==> src/rtl/fifo_rd_drain.sv <==
// fifo_rd_drain: read-side consumer for an async FIFO.
//
// Pops entries from the FIFO read port and presents them as a valid/ready stream. Everything
// runs on the read clock. Pops are issued on a credit basis so that at most two beats are ever
// buffered or in flight. The FIFO memory read latency is absorbed in a 2-entry skid buffer,
// which sustains one beat per cycle while the downstream is ready.
//
// Parameters:
//   DSIZE   data width, equal to the FIFO data width
//   RD_LAT  cycles from pop to valid fifo_rdata; 0 or 1
//
// Ports:
//   rclk         in   read-domain clock (posedge)
//   rrst         in   asynchronous active-high reset
//   fifo_rempty  in   FIFO empty flag
//   fifo_rdata   in   FIFO read data
//   fifo_rinc    out  FIFO read increment (combinational)
//   drain_en     in   1 = pops permitted; buffered beats are delivered either way
//   m_data       out  stream data (head of skid buffer)
//   m_valid      out  stream valid
//   m_ready      in   stream ready
//   beat_cnt     out  accepted-beat count, 16 bits, wraps
//
// Build option: define DRAIN_BEAT_CNT_EN to build the beat counter; otherwise beat_cnt is 0.
module fifo_rd_drain #(
    parameter int unsigned DSIZE  = 8,
    parameter int unsigned RD_LAT = 1
) (
    input  logic             rclk,
    input  logic             rrst,
    input  logic             fifo_rempty,
    input  logic [DSIZE-1:0] fifo_rdata,
    output logic             fifo_rinc,
    input  logic             drain_en,
    output logic [DSIZE-1:0] m_data,
    output logic             m_valid,
    input  logic             m_ready,
    output logic [15:0]      beat_cnt
);

    logic [1:0]       occ_q, occ_d;
    logic             inflt_q, inflt_d;
    logic [DSIZE-1:0] buf0_q, buf0_d;
    logic [DSIZE-1:0] buf1_q, buf1_d;
    logic             xfer;
    logic             cap;
    logic [2:0]       pend;

    assign m_valid = (occ_q != 2'd0);
    assign m_data  = buf0_q;

    always_comb begin
        xfer = m_valid & m_ready;
        // Beats we are committed to after this edge. Counting the transfer here is what lets a
        // full buffer keep popping while the downstream drains it.
        pend      = {1'b0, occ_q} + {2'b00, inflt_q} - {2'b00, xfer};
        fifo_rinc = drain_en & ~fifo_rempty & ~rrst & (pend < 3'd2);

        cap     = (RD_LAT == 0) ? fifo_rinc : inflt_q;
        inflt_d = (RD_LAT == 0) ? 1'b0 : fifo_rinc;

        occ_d  = occ_q;
        buf0_d = buf0_q;
        buf1_d = buf1_q;
        if (xfer) begin
            buf0_d = buf1_q;
            occ_d  = occ_q - 2'd1;
        end
        // Capture lands behind whatever survives the transfer, keeping strict order.
        if (cap) begin
            if (occ_d == 2'd0) begin
                buf0_d = fifo_rdata;
            end else begin
                buf1_d = fifo_rdata;
            end
            occ_d = occ_d + 2'd1;
        end
    end

    always_ff @(posedge rclk or posedge rrst) begin
        if (rrst) begin
            occ_q   <= 2'd0;
            inflt_q <= 1'b0;
            buf0_q  <= '0;
            buf1_q  <= '0;
        end else begin
            occ_q   <= occ_d;
            inflt_q <= inflt_d;
            buf0_q  <= buf0_d;
            buf1_q  <= buf1_d;
        end
    end

    occ_bound_a: assert property (@(posedge rclk) disable iff (rrst) occ_q <= 2'd2);

`ifdef DRAIN_BEAT_CNT_EN
    logic [15:0] beat_cnt_q;

    always_ff @(posedge rclk or posedge rrst) begin
        if (rrst) begin
            beat_cnt_q <= 16'h0000;
        end else if (xfer) begin
            beat_cnt_q <= beat_cnt_q + 16'h0001;
        end
    end

    assign beat_cnt = beat_cnt_q;
`else
    assign beat_cnt = 16'h0000;
`endif

endmodule

==> config.mk <==
export PLATFORM = sky130hd
export DESIGN_NAME = fifo_rd_drain
export DESIGN_NICKNAME = d
export VERILOG_FILES = /design/src/rtl/fifo_rd_drain.sv
export SDC_FILE = /design/constraint.sdc
export NUM_CORES = 1
export LEC_CHECK = 0
export BUFFER_PORTS_ARGS = -buffer_cell sky130_fd_sc_hd__buf_4
export CAP_MARGIN = 15
export CORE_MARGIN = 2
export CORE_UTILIZATION = 45
export CTS_CLUSTER_DIAMETER = 40
export CTS_CLUSTER_SIZE = 12
export DETAILED_ROUTE_END_ITERATION = 7
export HOLD_SLACK_MARGIN = 0.05
export PLACE_DENSITY = 0.72
export SLEW_MARGIN = 20
export SYNTH_ARGS = -nofsm -noshare
export SYNTH_HDL_FRONTEND = slang
export SYNTH_SLANG_ARGS = --single-unit
==> constraint.sdc <==
create_clock -name rclk -period 2.7 [get_ports rclk]
set_clock_uncertainty 0.15 [all_clocks]
set_input_delay 0.27 -clock rclk [delete_from_list [all_inputs] [get_ports rclk]]
set_output_delay 0.27 -clock rclk [all_outputs]
set_load 0.02 [all_outputs]
### Yosys cells after proc, flatten, opt, wreduce, memory -nomap -nowiden

Index checks and enable logic that the tools add are counted.

* flip-flop bits (word level): 19
* bits in latches: 0
* bits in writable memories: 0
* memory bits (read-only): 0
* output and inout bits: 26
* word-level logic and storage cells: 24
* memories kept: 0

* $add $sub $neg: 4
* multiply operators: 0
* divide/modulo/power cells: 0
* magnitude comparators: 1
* equality and inequality tests: 0
* shift operators: 0
* muxes and demuxes: 5
* bitwise logic cells: 7
* reductions and logical operators: 3

Operators with widths (count)
* 8-bit 2-to-1 mux: 3
* 1-bit AND: 4
* 2-bit 2-to-1 mux: 2
* 2-bit by 1-bit adder with 3-bit output: 1
* 3-bit by 2-bit < comparator with 1-bit output, second input constant: 1
* 1-bit inverter: 3
* 3-bit by 1-bit subtractor with 3-bit output: 1
* 2-bit by 1-bit adder with 2-bit output, second input constant: 1
* 2-bit zero test: 1
* 2-bit AND reduction: 1
* 2-bit nonzero test: 1
* 2-bit by 1-bit subtractor with 2-bit output, second input constant: 1

### Logic depth before layout (Yosys ltp)

* depth after elaboration: 6
* mapped depth: 11

### Least setup slack after synthesis

Ideal clock, no wire load.

* path kind: register to output
* start point: register occ_q[0]
* end point: output fifo_rinc
* arrival: 2675 ps
* required time: 2280 ps
* setup slack: -395 ps
* cell stages (with the launch flop): 11
* buffers on the path: 1
* cells stage by stage: dfrtp_1 inv_1 ha_1 nand2b_4 buf_8 inv_1 ha_1 nand2b_1 fa_1 nand2_1 nor4_1

* longest elaborated chain between the ends: 5

RTL lines
* from (decl): line 41 `logic [1:0] occ_q, occ_d;`
* from (signal assigned): line 82 `occ_q <= 2'd0;`
* from (signal assigned): line 87 `occ_q <= occ_d;`
* parallel branches: the longest is 2 deep, another holds 2-bit by 1-bit adder with 3-bit output
* 3-bit by 1-bit subtractor with 3-bit output *: line 56 `pend = {1'b0, occ_q} + {2'b00, inflt_q} - {2'b00, xfer};`
* 3-bit by 2-bit < comparator with 1-bit output *: line 57 `fifo_rinc = drain_en & ~fifo_rempty & ~rrst & (pend < 3'd2);`
* 1-bit AND *: line 57
* to (decl): line 33 `output logic fifo_rinc,`

Mark *: on every way between the ends.

### Worst setup path after layout

* start point: register occ_q[1]
* end point: output fifo_rinc

Same word-level chain as after synthesis.

==> impl_results.md <==
- Status: complete, but fails checks
- Failing checks: negative setup slack
- Area growth, synth to finish: 29.2%
- Vias in the first global route: 721
- P per Cell Area: 1050 nW/um^2
- Ant diodes: 0
- Worst-Skew Late Latency: 0.29 ns
- H-tree levels: 1
- First-pass GRT wire length: 3170 um
- Final Hold Vio Count: 0
- Initial DRC count: 3
- Die W: 53.0 um
- Port bufs: 22
- Die height: 53.0 um
- Final GP Congestion: 0.747
- Top post-synthesis cells by area: dfrtp_1 (44%), buf_4 (11%), mux2_2 (8.3%)
- Largest area contributor in the netlist: dfrtp_1
- IO Pins: 39
- PnR worst setup slack: -0.0951 ns
- Commonest non-fill, non-tap cell in the layout: buf_4
- P_leak: 0.671 nW
- Syn Area/Cell: 11.6 sq um
- Netlist cell types: 24
- #FFs+latches synth: 19
- Crit Path Category: reg2out
- Pins Over Slew Limit: 0
- Slew headroom: 0.537
- Sw Ratio: 0.384
- Internal Power: 0.000906 W
- Worst Hold Class: in2reg
- DIE AREA: 2810 sq um
- Fmax: 358 MHz
- Share of cells above drive strength 1: 0.423
- # rows: 17
- Setup TNS: -0.0951 ns
- Sequential-to-total area share from yosys stat: 0.439
- Final setup viols: 1
- Initial Util: 0.485
- Synth Instances: 93
- Worst path slowest cell: fa_1
- Reg2reg setup slack: 0.23 ns
- Worst slew pin tran: 0.694 ns
- Fin crit period: 2.80 ns
- Unrepaired setup endpoints after global routing: true
- Vias: 694
- Core area: 2230 sq um
- Clk pwr share: 0.095
- Crit-path cells: inv_2, ha_4, nand2b_4, inv_4, ha_4, nand2b_4, fa_1, nand2_2, nor4_4, buf_4
- Clock Sinks: 19
- Largest net degree at the start of global routing: 20
- Final HPWL DP: 1360 um
- Peak VDD IR: 767 uV
- WL/cell: 11.8 um
- Hold Crit Depth: 3
- CTS max path bufs: 2
- Clock Tree Root: clkbuf_4
- Grt ovf: 0
- Residual DRC: 0
- Critical path arrival: 2.38 ns
- Number of max-cap violations: 0
- Reg power frac: 0.346
- Data required time at the worst endpoint: 2.28 ns
- Final WL: 1870 um
- Final period util: 1.04
- Num CTS Buffers: 3
- TritonCTS clock tree: yes
- Routed vias/inst: 4.39
- Register-to-Register Path Depth: 8
- Post-synth top area share: 0.439
- Filler cells: 181
- Dpl cell area: 1250 sq um
- First-pass DRT Iterations: 2
- Final antenna-violating net count: 0
- Synth warn: 0
- Post-route cell area: 1400 sq um
- Clock slew at reported path FFs: 0.11 ns
- Initial antenna violation count: 0
- Critical path endpoint category: output port
- CP max FO: 2
- Final Net Count: 148
- Crit start category: flip-flop
- Resized Gates After CTS: 0
- Commonest non-fill, non-tap cells in the layout: buf_4 (27), dfrtp_1 (19), conb_1 (16)
- Psw: 0.000566 W
- Synthesized area: 1080 sq um
- Total GRT Usage: 0.159
- Comb power frac: 0.559
- CP max stage delay: 0.49 ns
-- kinds of logic (layout without fill, tap and decap cells) --
family                   after synthesis  in the layout  synth area share
AO/OA/AOI/OAI                          9              9            0.0486
other                                  1             16           0.00346
buffers and inverters                 25             47             0.166
XOR/XNOR                               3              3            0.0416
AND/OR/NAND/NOR                       15             15            0.0763
adder cells (fa/ha/maj)                4              4            0.0532
multiplexers                          17             17             0.171
flip-flops                            19             19             0.439
-- path summary, 6_finish.rpt --
| kind | to | from |
|---|---|---|
| max | fifo_rinc | occ_q[1]$_DFF_PP0_ |
| min | cap$_DFF_PP0_ | drain_en |
| max reg2reg | buf1_q[4]$_DFFE_PP0P_ | occ_q[1]$_DFF_PP0_ |
| min reg2reg | buf1_q[6]$_DFFE_PP0P_ | buf1_q[6]$_DFFE_PP0P_ |
| max in group asynchronous | buf1_q[3]$_DFFE_PP0P_ | rrst |
| min in group asynchronous | cap$_DFF_PP0_ | rrst |
-- state kept, by name, indices dropped and copies added (netlist names) --
register,flops
m_data,8
buf1_q,8
occ_q,2
cap,1
-- cells in the mapped netlist --
library cell	n
fa_1	1
xor2_1	1
xnor2_4	1
mux2_4	1
nand2b_1	1
conb_1	1
mux2_2	8
o21ai_0	6
buf_8	1
ha_1	3
inv_1	5
nand2b_4	1
xnor2_1	1
nor2_4	1
nor4_1	1
dfrtp_1	19
mux2i_1	8
buf_6	2
nand2_1	10
and2_2	1
buf_4	16
inv_2	1
o21ai_1	1
o21ai_2	2
-- repair_timing --
item	4_1_cts	5_1_grt
endpoints found under the hold margin	28	0
setup endpoints to repair	1	1
hold buffers	10	0
buffers inserted	3	0
pin swaps	4	0
-- per-stage QoR --
step	power, W	setup WS (ns)	std cells	hold WS [ns]	util
3_5_place_dp	0.00131	0.0901	141	0.292	0.559
6_report	0.00147	-0.0951	158	0.0776	0.626
4_1_cts	0.00149	-0.0803	158	0.0721	0.626
2_1_floorplan	0.00110	0.00484	108	0.0711	-
5_1_grt	0.00160	-0.237	158	0.0740	0.626
3_3_place_gp	0.00126	0.125	141	0.290	0.559
-- critical path: cells and delay by family (launching register included) --
kind          cells  cell delay, ns
simple gates      4            0.56
flops             1            0.40
buf+inv           3            0.31
fa+ha+maj         3            0.82
-- area by class of cell --
type | instances | area (sq um) | share of cell area
Timing Repair Buffer | 37 | 303 | 0.216
Multi-Input combinational cell | 64 | 533 | 0.381
Inverter | 6 | 25.0 | 0.0179
Tap cell | 28 | 35.0 | 0.0250
Clock buffer | 3 | 22.5 | 0.0161
Clock inverter | 1 | 5.00 | 0.00358
Sequential cell | 19 | 475 | 0.340
-- power by group through the flow --
| stage | clock network (W) | registers, W | logic [W] |
|---|---|---|---|
| floorplan | 0 | 0.000584 | 0.000519 |
| global placement | 0 | 0.000511 | 0.000749 |
| detailed placement | 0 | 0.000522 | 0.000783 |
| CTS | 0.000144 | 0.000509 | 0.000836 |
| global route | 0.000156 | 0.000530 | 0.000912 |
| finish | 0.000140 | 0.000509 | 0.000823 |
-- layer usage --
layer | global-route usage | vias to the layer above | wire [um]
li1 | - | 349 | -
met1 | 0.193 | 326 | 774
met2 | 0.296 | 19 | 1010
met3 | 0.0198 | 0 | 85
met4 | 0.0385 | 0 | 0
met5 | 0 | - | 0
Power figures use the tool's default switching activity.
